`src/rtl/l1_pte_cache.sv`:
```
// 16-entry direct-mapped PTE cache for the page walker; optional hit/miss counters under L1_PTE_CACHE_STATS_EN.
// Hits return 2 cycles after acceptance; a miss stalls the requester until the refill word is returned.
module l1_pte_cache (
  input  logic        clk_i,
  input  logic        reset_i,
  input  logic [27:0] l1_va_i,
  input  logic        l1_va_vld_i,
  input  logic        l1_cancel_i,
  output logic [31:0] l1_pa_o,
  output logic        l1_vld_o,
  output logic        stall_o,
  output logic [27:0] mem_addr_o,
  output logic        mem_req_o,
  input  logic        mem_gnt_i,
  input  logic [31:0] mem_data_i,
  input  logic        mem_data_vld_i,
`ifdef L1_PTE_CACHE_STATS_EN
  input  logic        flush_i,
  output logic [15:0] hit_cnt_o,
  output logic [15:0] miss_cnt_o
`else
  input  logic        flush_i
`endif
);

  typedef struct packed {
    logic        vld;
    logic [21:0] tag;
    logic [31:0] dat;
  } pte_entry_t;

  typedef enum logic [1:0] {IDLE, REQ, WAIT} state_t;

  pte_entry_t  entries [16];
  state_t      state;
  logic        s1_vld;
  logic [27:2] s1_va;
  logic        accept;
  logic [3:0]  s1_idx;
  logic [21:0] s1_tag;
  pte_entry_t  s1_ent;
  logic        s1_live;
  logic        s1_hit;
  logic        s1_miss;
  logic        rf_fire;
  logic [3:0]  rf_idx;
  logic [21:0] rf_tag;
  logic        unused_va_bits;

  assign unused_va_bits = ^l1_va_i[1:0];

  assign accept  = l1_va_vld_i && !stall_o;
  assign s1_idx  = s1_va[5:2];
  assign s1_tag  = s1_va[27:6];
  assign s1_ent  = entries[s1_idx];
  assign s1_live = s1_vld && !l1_cancel_i;
  assign s1_hit  = s1_ent.vld && (s1_ent.tag == s1_tag);
  assign s1_miss = s1_live && !s1_hit;

  // The refill address register stays stable through WAIT, so it also names the entry to fill.
  assign rf_fire = (state == WAIT) && mem_data_vld_i;
  assign rf_idx  = mem_addr_o[5:2];
  assign rf_tag  = mem_addr_o[27:6];

  assign stall_o = s1_miss || (state != IDLE);

  // Refill write is ordered after the flush so a refill landing in the flush cycle survives.
  always_ff @(posedge clk_i) begin
    if (reset_i) begin
      for (int i = 0; i < 16; i++) entries[i].vld <= 1'b0;
    end else begin
      if (flush_i) begin
        for (int i = 0; i < 16; i++) entries[i].vld <= 1'b0;
      end
      if (rf_fire) begin
        entries[rf_idx] <= '{vld: 1'b1, tag: rf_tag, dat: mem_data_i};
      end
    end
  end

  always_ff @(posedge clk_i) begin
    if (reset_i) begin
      s1_vld     <= 1'b0;
      s1_va      <= '0;
      state      <= IDLE;
      mem_req_o  <= 1'b0;
      mem_addr_o <= '0;
      l1_vld_o   <= 1'b0;
      l1_pa_o    <= '0;
    end else begin
      s1_vld   <= accept;
      l1_vld_o <= 1'b0;
      if (accept) s1_va <= l1_va_i[27:2];
      case (state)
        IDLE: begin
          if (s1_miss) begin
            state      <= REQ;
            mem_req_o  <= 1'b1;
            mem_addr_o <= {s1_va, 2'b00};
          end else if (s1_live && s1_hit) begin
            l1_vld_o <= 1'b1;
            l1_pa_o  <= s1_ent.dat;
          end
        end
        REQ: begin
          if (mem_gnt_i) begin
            state     <= WAIT;
            mem_req_o <= 1'b0;
          end
        end
        WAIT: begin
          if (mem_data_vld_i) begin
            state    <= IDLE;
            l1_vld_o <= 1'b1;
            l1_pa_o  <= mem_data_i;
          end
        end
        default: state <= IDLE;
      endcase
    end
  end

`ifdef L1_PTE_CACHE_STATS_EN
  always_ff @(posedge clk_i) begin
    if (reset_i) begin
      hit_cnt_o  <= '0;
      miss_cnt_o <= '0;
    end else begin
      if (s1_live && s1_hit && (hit_cnt_o != 16'hFFFF)) hit_cnt_o <= hit_cnt_o + 16'd1;
      if (s1_miss && (miss_cnt_o != 16'hFFFF)) miss_cnt_o <= miss_cnt_o + 16'd1;
    end
  end
`endif

endmodule

```
`config.mk`:
```
export PLATFORM = sky130hd
export DESIGN_NAME = l1_pte_cache
export DESIGN_NICKNAME = d
export VERILOG_FILES = /design/src/rtl/l1_pte_cache.sv
export SDC_FILE = /design/constraint.sdc
export NUM_CORES = 1
export LEC_CHECK = 0
export CAP_MARGIN = 20
export CORE_ASPECT_RATIO = 0.75
export CORE_MARGIN = 2
export CORE_UTILIZATION = 47
export DETAILED_ROUTE_END_ITERATION = 8
export GPL_ROUTABILITY_DRIVEN = 0
export HOLD_SLACK_MARGIN = 0.06
export PLACE_DENSITY = 0.67
export REMOVE_ABC_BUFFERS = 1
export SKIP_LAST_GASP = 1
export SYNTH_ARGS = -nofsm -noshare
export SYNTH_HDL_FRONTEND = slang
export SYNTH_SLANG_ARGS = --single-unit
```
`constraint.sdc`:
```
create_clock -name clk_i -period 11.05 [get_ports clk_i]
set_input_delay 2.7625 -clock clk_i [delete_from_list [all_inputs] [get_ports clk_i]]
set_output_delay 2.7625 -clock clk_i [all_outputs]
set_load 0.1 [all_outputs]
```
# --- Word level (Yosys, flattened, before mapping) ---
# Memories as Yosys holds them, arrays and structs flattened. A register that Yosys moved wholly into a read port is not among the register bits.
# Cells that the tools add are included.
totals:
  wordCells: 91
  latchBits: 0
  mem_bits_ro: 0
  input_bits: 67
  n_memories: 1
  ram_bits: 880
  output_inout_bits: 63
  ff_bits: 89
memory_table:
  columns: ["name", "depth", "word_bits", "rd", "rd_clocked_by_memory_dff", "write_ports", "line", "text"]
  rows:
  - ["entries", 16, 55, 1, 1, 17, "34", "pte_entry_t entries [16];"]
op_classes:
  order_cmp: 0
  n_div: 0
  n_shift: 0
  n_mux: 41
  multipliers: 0
  n_addsub: 0
  bitwise_logic: 16
  eq_ne: 8
  reduce_logical: 18
ops:
  columns: ["op", "count"]
  rows:
  - ["32-bit two-way mux", 3]
  - ["32-bit one-hot mux with 2 select lines", 1]
  - ["1-bit two-way mux", 29]
  - ["22-bit == test", 1]
  - ["1-bit bitwise OR", 16]
  - ["2-bit != test, second input constant", 5]
  - ["4-bit two-way mux", 2]
  - ["1-bit logical AND", 6]
  - ["2-bit two-way mux", 3]
  - ["2-bit one-hot mux with 3 select lines", 1]
  - ["3-bit AND reduction", 2]
  - ["2-bit nonzero test", 3]
  - ["1-bit one-hot mux with 2 select lines", 2]
  - ["4-bit AND reduction", 1]
  - ["1-bit logical NOT", 3]
  - ["2-bit by 1-bit == test with 1-bit output, second input constant", 1]
  - ["2-bit == test, second input constant", 1]
  - ["2-bit logical NOT", 1]
  - ["2-bit AND reduction", 1]
  - ["1-bit logical OR", 1]

# --- Depth between registers and ports, before layout ---
logic_depth:
  ltp_word: 9
  mapped_depth: 14
  depth_no_buf: 9

# --- Least setup slack after synthesis ---
# Ideal clock, no wire load.
synth_timing:
  path_kind: "input-to-reg"
  from: "input port reset_i"
  to: "memory entries[2][0] in the netlist's numbering (enable)"
  setup_time_ps: 534
  n_path_buf: 1
  path_slack_ps: 3109
  arrival_ps: 7407
  required_time_ps: 10516
  stages: 5
  path_cell_list: "clkbuf_1 -> nor4bb_1 -> nor2b_1 -> nand2_1 -> nor3_1"
synth_rtl:
  columns: ["item", "line", "text"]
  rows:
  - ["start: declaration", "5", "input logic reset_i,"]
  - ["end: declaration", "34", null]

==> results.txt <==
pre-CTS setup slack: 3.279 ns
Worst-Margin Slew: 1.158 ns
top fanout value on the critical path: 139
Num CTS Buffers: 91
synth-to-layout area growth: 13.79%
pin count of the biggest net entering global routing: 140
area of the mapped netlist: 38470 µm²
cell count of the worst hold path: 1
aggregate routed wire length: 85.93 mm
remaining antenna violation count: 0
Final Hold Violating Endpoints: 0
cell types with the largest area share after synthesis: sky130_fd_sc_hd__edfxtp_1 67%, sky130_fd_sc_hd__mux4_2 13%, sky130_fd_sc_hd__dfxtp_1 5.7%, sky130_fd_sc_hd__mux2i_1 4.4%, sky130_fd_sc_hd__nand2b_1 1.5%
mean number of vias per cell: 5.886
LEAKAGE: 13.45 nW
Pins Over Slew Limit: 0
width of the chip: 334.4 µm
Worst Reg-to-Reg Cells: 11
CTS tree: built
net total in the final layout: 2133
number of global-route vias before repair: 19460
Rel. slew slack: 22.53%
Setup WS post-layout: 2.628 ns
Startpoint Class: register
average wire per cell in the routed design: 26.87 µm
drt initial violations: 1949
library cell used as clock root buffer: sky130_fd_sc_hd__clkbuf_16
fraction of the cycle the final worst path needs: 76.22%
max cap viols: 0
R2R Setup Slk: 5.94 ns
row count: 90
flops & latches, synth: 973
required time of the critical path: 8.29 ns
post-layout util: 54.22%
kind of end point of the critical path: output port
overall global routing resource usage: 20.71%
shortest period the worst path allows: 8.422 ns
Placement Cell Area: 40830 µm²
number of unique standard cell types used by synthesis: 72
cell count after placement: 3029
number of instances in the synthesized netlist: 1915
Gates resized, CTS repair: 0
placeable core area: 80740 µm²
worst-case vdd ir drop: 0.1034 mV
grt ovf: 0
end of the worst hold path: entries[14][54]
Port Buffer Count: 125
number of antenna violations at the first check in global routing: 2
Top Ports: 130
sum of internal, switching and leakage power: 7.515 mW
setup repair after global routing missed its margin: false
wire length of the first global-routing pass: 128.0 mm
library cell with the largest summed area after synthesis: sky130_fd_sc_hd__edfxtp_1
number of warnings printed during yosys synthesis: 0
clk_skew: 0.01427 ns
CP Data Arrival Time: 5.66 ns
number of sinks on the clock net: 973
total of hold buffers inserted after clock tree synthesis: 0
count of H-tree levels built during CTS: 3
HP Class: register to register
area of the die: 84180 µm²
clock slew seen by the registers of the worst setup and hold paths: 0.06 ns
latest clock arrival within the worst-skew pair: 0.63 ns
share of synthesized registers carrying an async set or reset: 0%
detailed-routing iteration count for the pre-antenna-repair pass: 5
areal power density over the cells: 171.7 nW/µm²
post-synth top area share: 67.44%
mean area per synthesized cell: 20.09 µm²
setup TNS: 0 ns
number of vias after detailed routing: 18830
non-filler instance count after layout: 3198
outcome: finished clean
design area: 43780 µm²
height of the die: 251.8 µm
maximum operating frequency: 118.7 MHz
Hold WS: 0.4478 ns
share of final-layout standard cells stronger than drive strength 1: 21.93%
initial core utilization: 47.65%
count of buffers added by post-CTS timing repair for setup: 0
drc violations: 0
number of buffers between clock root and the deepest sink: 3
number of synthesized flops with an enable pin: 864
most common flop cell mapped by yosys: sky130_fd_sc_hd__edfxtp_1
start point of the worst hold path: entries[14][54]
Detail Placement HPWL: 44.70 mm
critical path start-end classification: register to output port
sequential area share after synthesis: 73.11%
Finish-stage setup viols: 0
==> layout by cell type (no fill, tap or decap), types with 35 or more instances in the layout <==
| cell | n |
|---|---|
| sky130_fd_sc_hd__mux4_2 | 220 |
| sky130_fd_sc_hd__edfxtp_1 | 864 |
| sky130_fd_sc_hd__buf_4 | 35 |
| sky130_fd_sc_hd__clkbuf_16 | 95 |
| sky130_fd_sc_hd__nor2_1 | 56 |
| sky130_fd_sc_hd__nand2b_1 | 93 |
| sky130_fd_sc_hd__mux2i_1 | 168 |
| sky130_fd_sc_hd__dfxtp_1 | 104 |
| sky130_fd_sc_hd__clkdlybuf4s50_1 | 124 |
| sky130_fd_sc_hd__mux2_2 | 43 |
==> cells in the mapped netlist (all sizes together) (17+ instances only) <==
cell and instances:
dfxtp 109, nor2 70, nand2 28, mux2 45
mux4 220, nand2b 93, clkbuf 33, edfxtp 864
a21o 17, mux2i 168, buf 73, nor2b 19
==> metal layers <==
metal / part of all wire, % / wire length [µm] / track usage, % / up-vias
met1: 42 / 36450 / 29.05 / 9937
li1: - / - / - / 8122
met5: 0.029 / 25 / 0 / -
met3: 6.6 / 5631 / 3.835 / 142
met4: 2.7 / 2343 / 6.036 / 4
met2: 48 / 41480 / 33.41 / 620
==> kinds of logic after synthesis <==
family,after synthesis,share of synthesized area (%)
flops,973,73.11
mux,433,18.57
simple gates,281,4.153
buf+inv,113,1.743
compound gates,101,2.117
xor+xnor,13,0.2960
other cells,1,0.009748
==> critical path, cell delays in order (launching register included) <==
cell                              delay [ns]
sky130_fd_sc_hd__dfxtp_4                0.69
sky130_fd_sc_hd__buf_12                 0.65
sky130_fd_sc_hd__mux4_2                 0.43
sky130_fd_sc_hd__and4_1                 0.21
sky130_fd_sc_hd__a2111oi_0              0.58
sky130_fd_sc_hd__nand3_1                0.37
sky130_fd_sc_hd__nand4b_1               0.22
sky130_fd_sc_hd__nor2_1                 0.08
sky130_fd_sc_hd__a31oi_4                0.35
sky130_fd_sc_hd__nand2b_1               0.15
sky130_fd_sc_hd__clkdlybuf4s50_1        1.14
==> layout make-up <==
type | count | area (µm²)
diodes | 1 | 2.502
clock buffers | 133 | 2630
clock inverters | 33 | 275.3
fillers | 6017 | 36960
inverters | 7 | 27.53
multi-input cells | 830 | 9787
flip-flops and latches | 973 | 28150
well taps | 1058 | 1324
repair buffers | 163 | 1584
==> state kept, by name, summed over array words and instances (netlist names), named ones only <==
name	flops
state	2
mem_req_o	1
l1_pa_o	32
s1_vld	1
mem_addr_o	26
l1_vld_o	1
s1_va	26
entries	880
==> worst max path at each step <==
stage | start | endpoint
5_1_grt | register | stall_o
3_5_place_dp | l1_cancel_i | stall_o
2_1_floorplan | register | stall_o
3_3_place_gp | l1_cancel_i | stall_o
4_1_cts | register | stall_o
6_report | register | stall_o
==> report_power, final <==
| group | internal [mW] | total (mW) | switching (mW) |
|---|---|---|---|
| clock network | 1.74 | 3.04 | 1.30 |
| registers | 3.99 | 4.03 | 0.0368 |
| logic | 0.204 | 0.443 | 0.238 |
(Power assumes the default switching activity.)
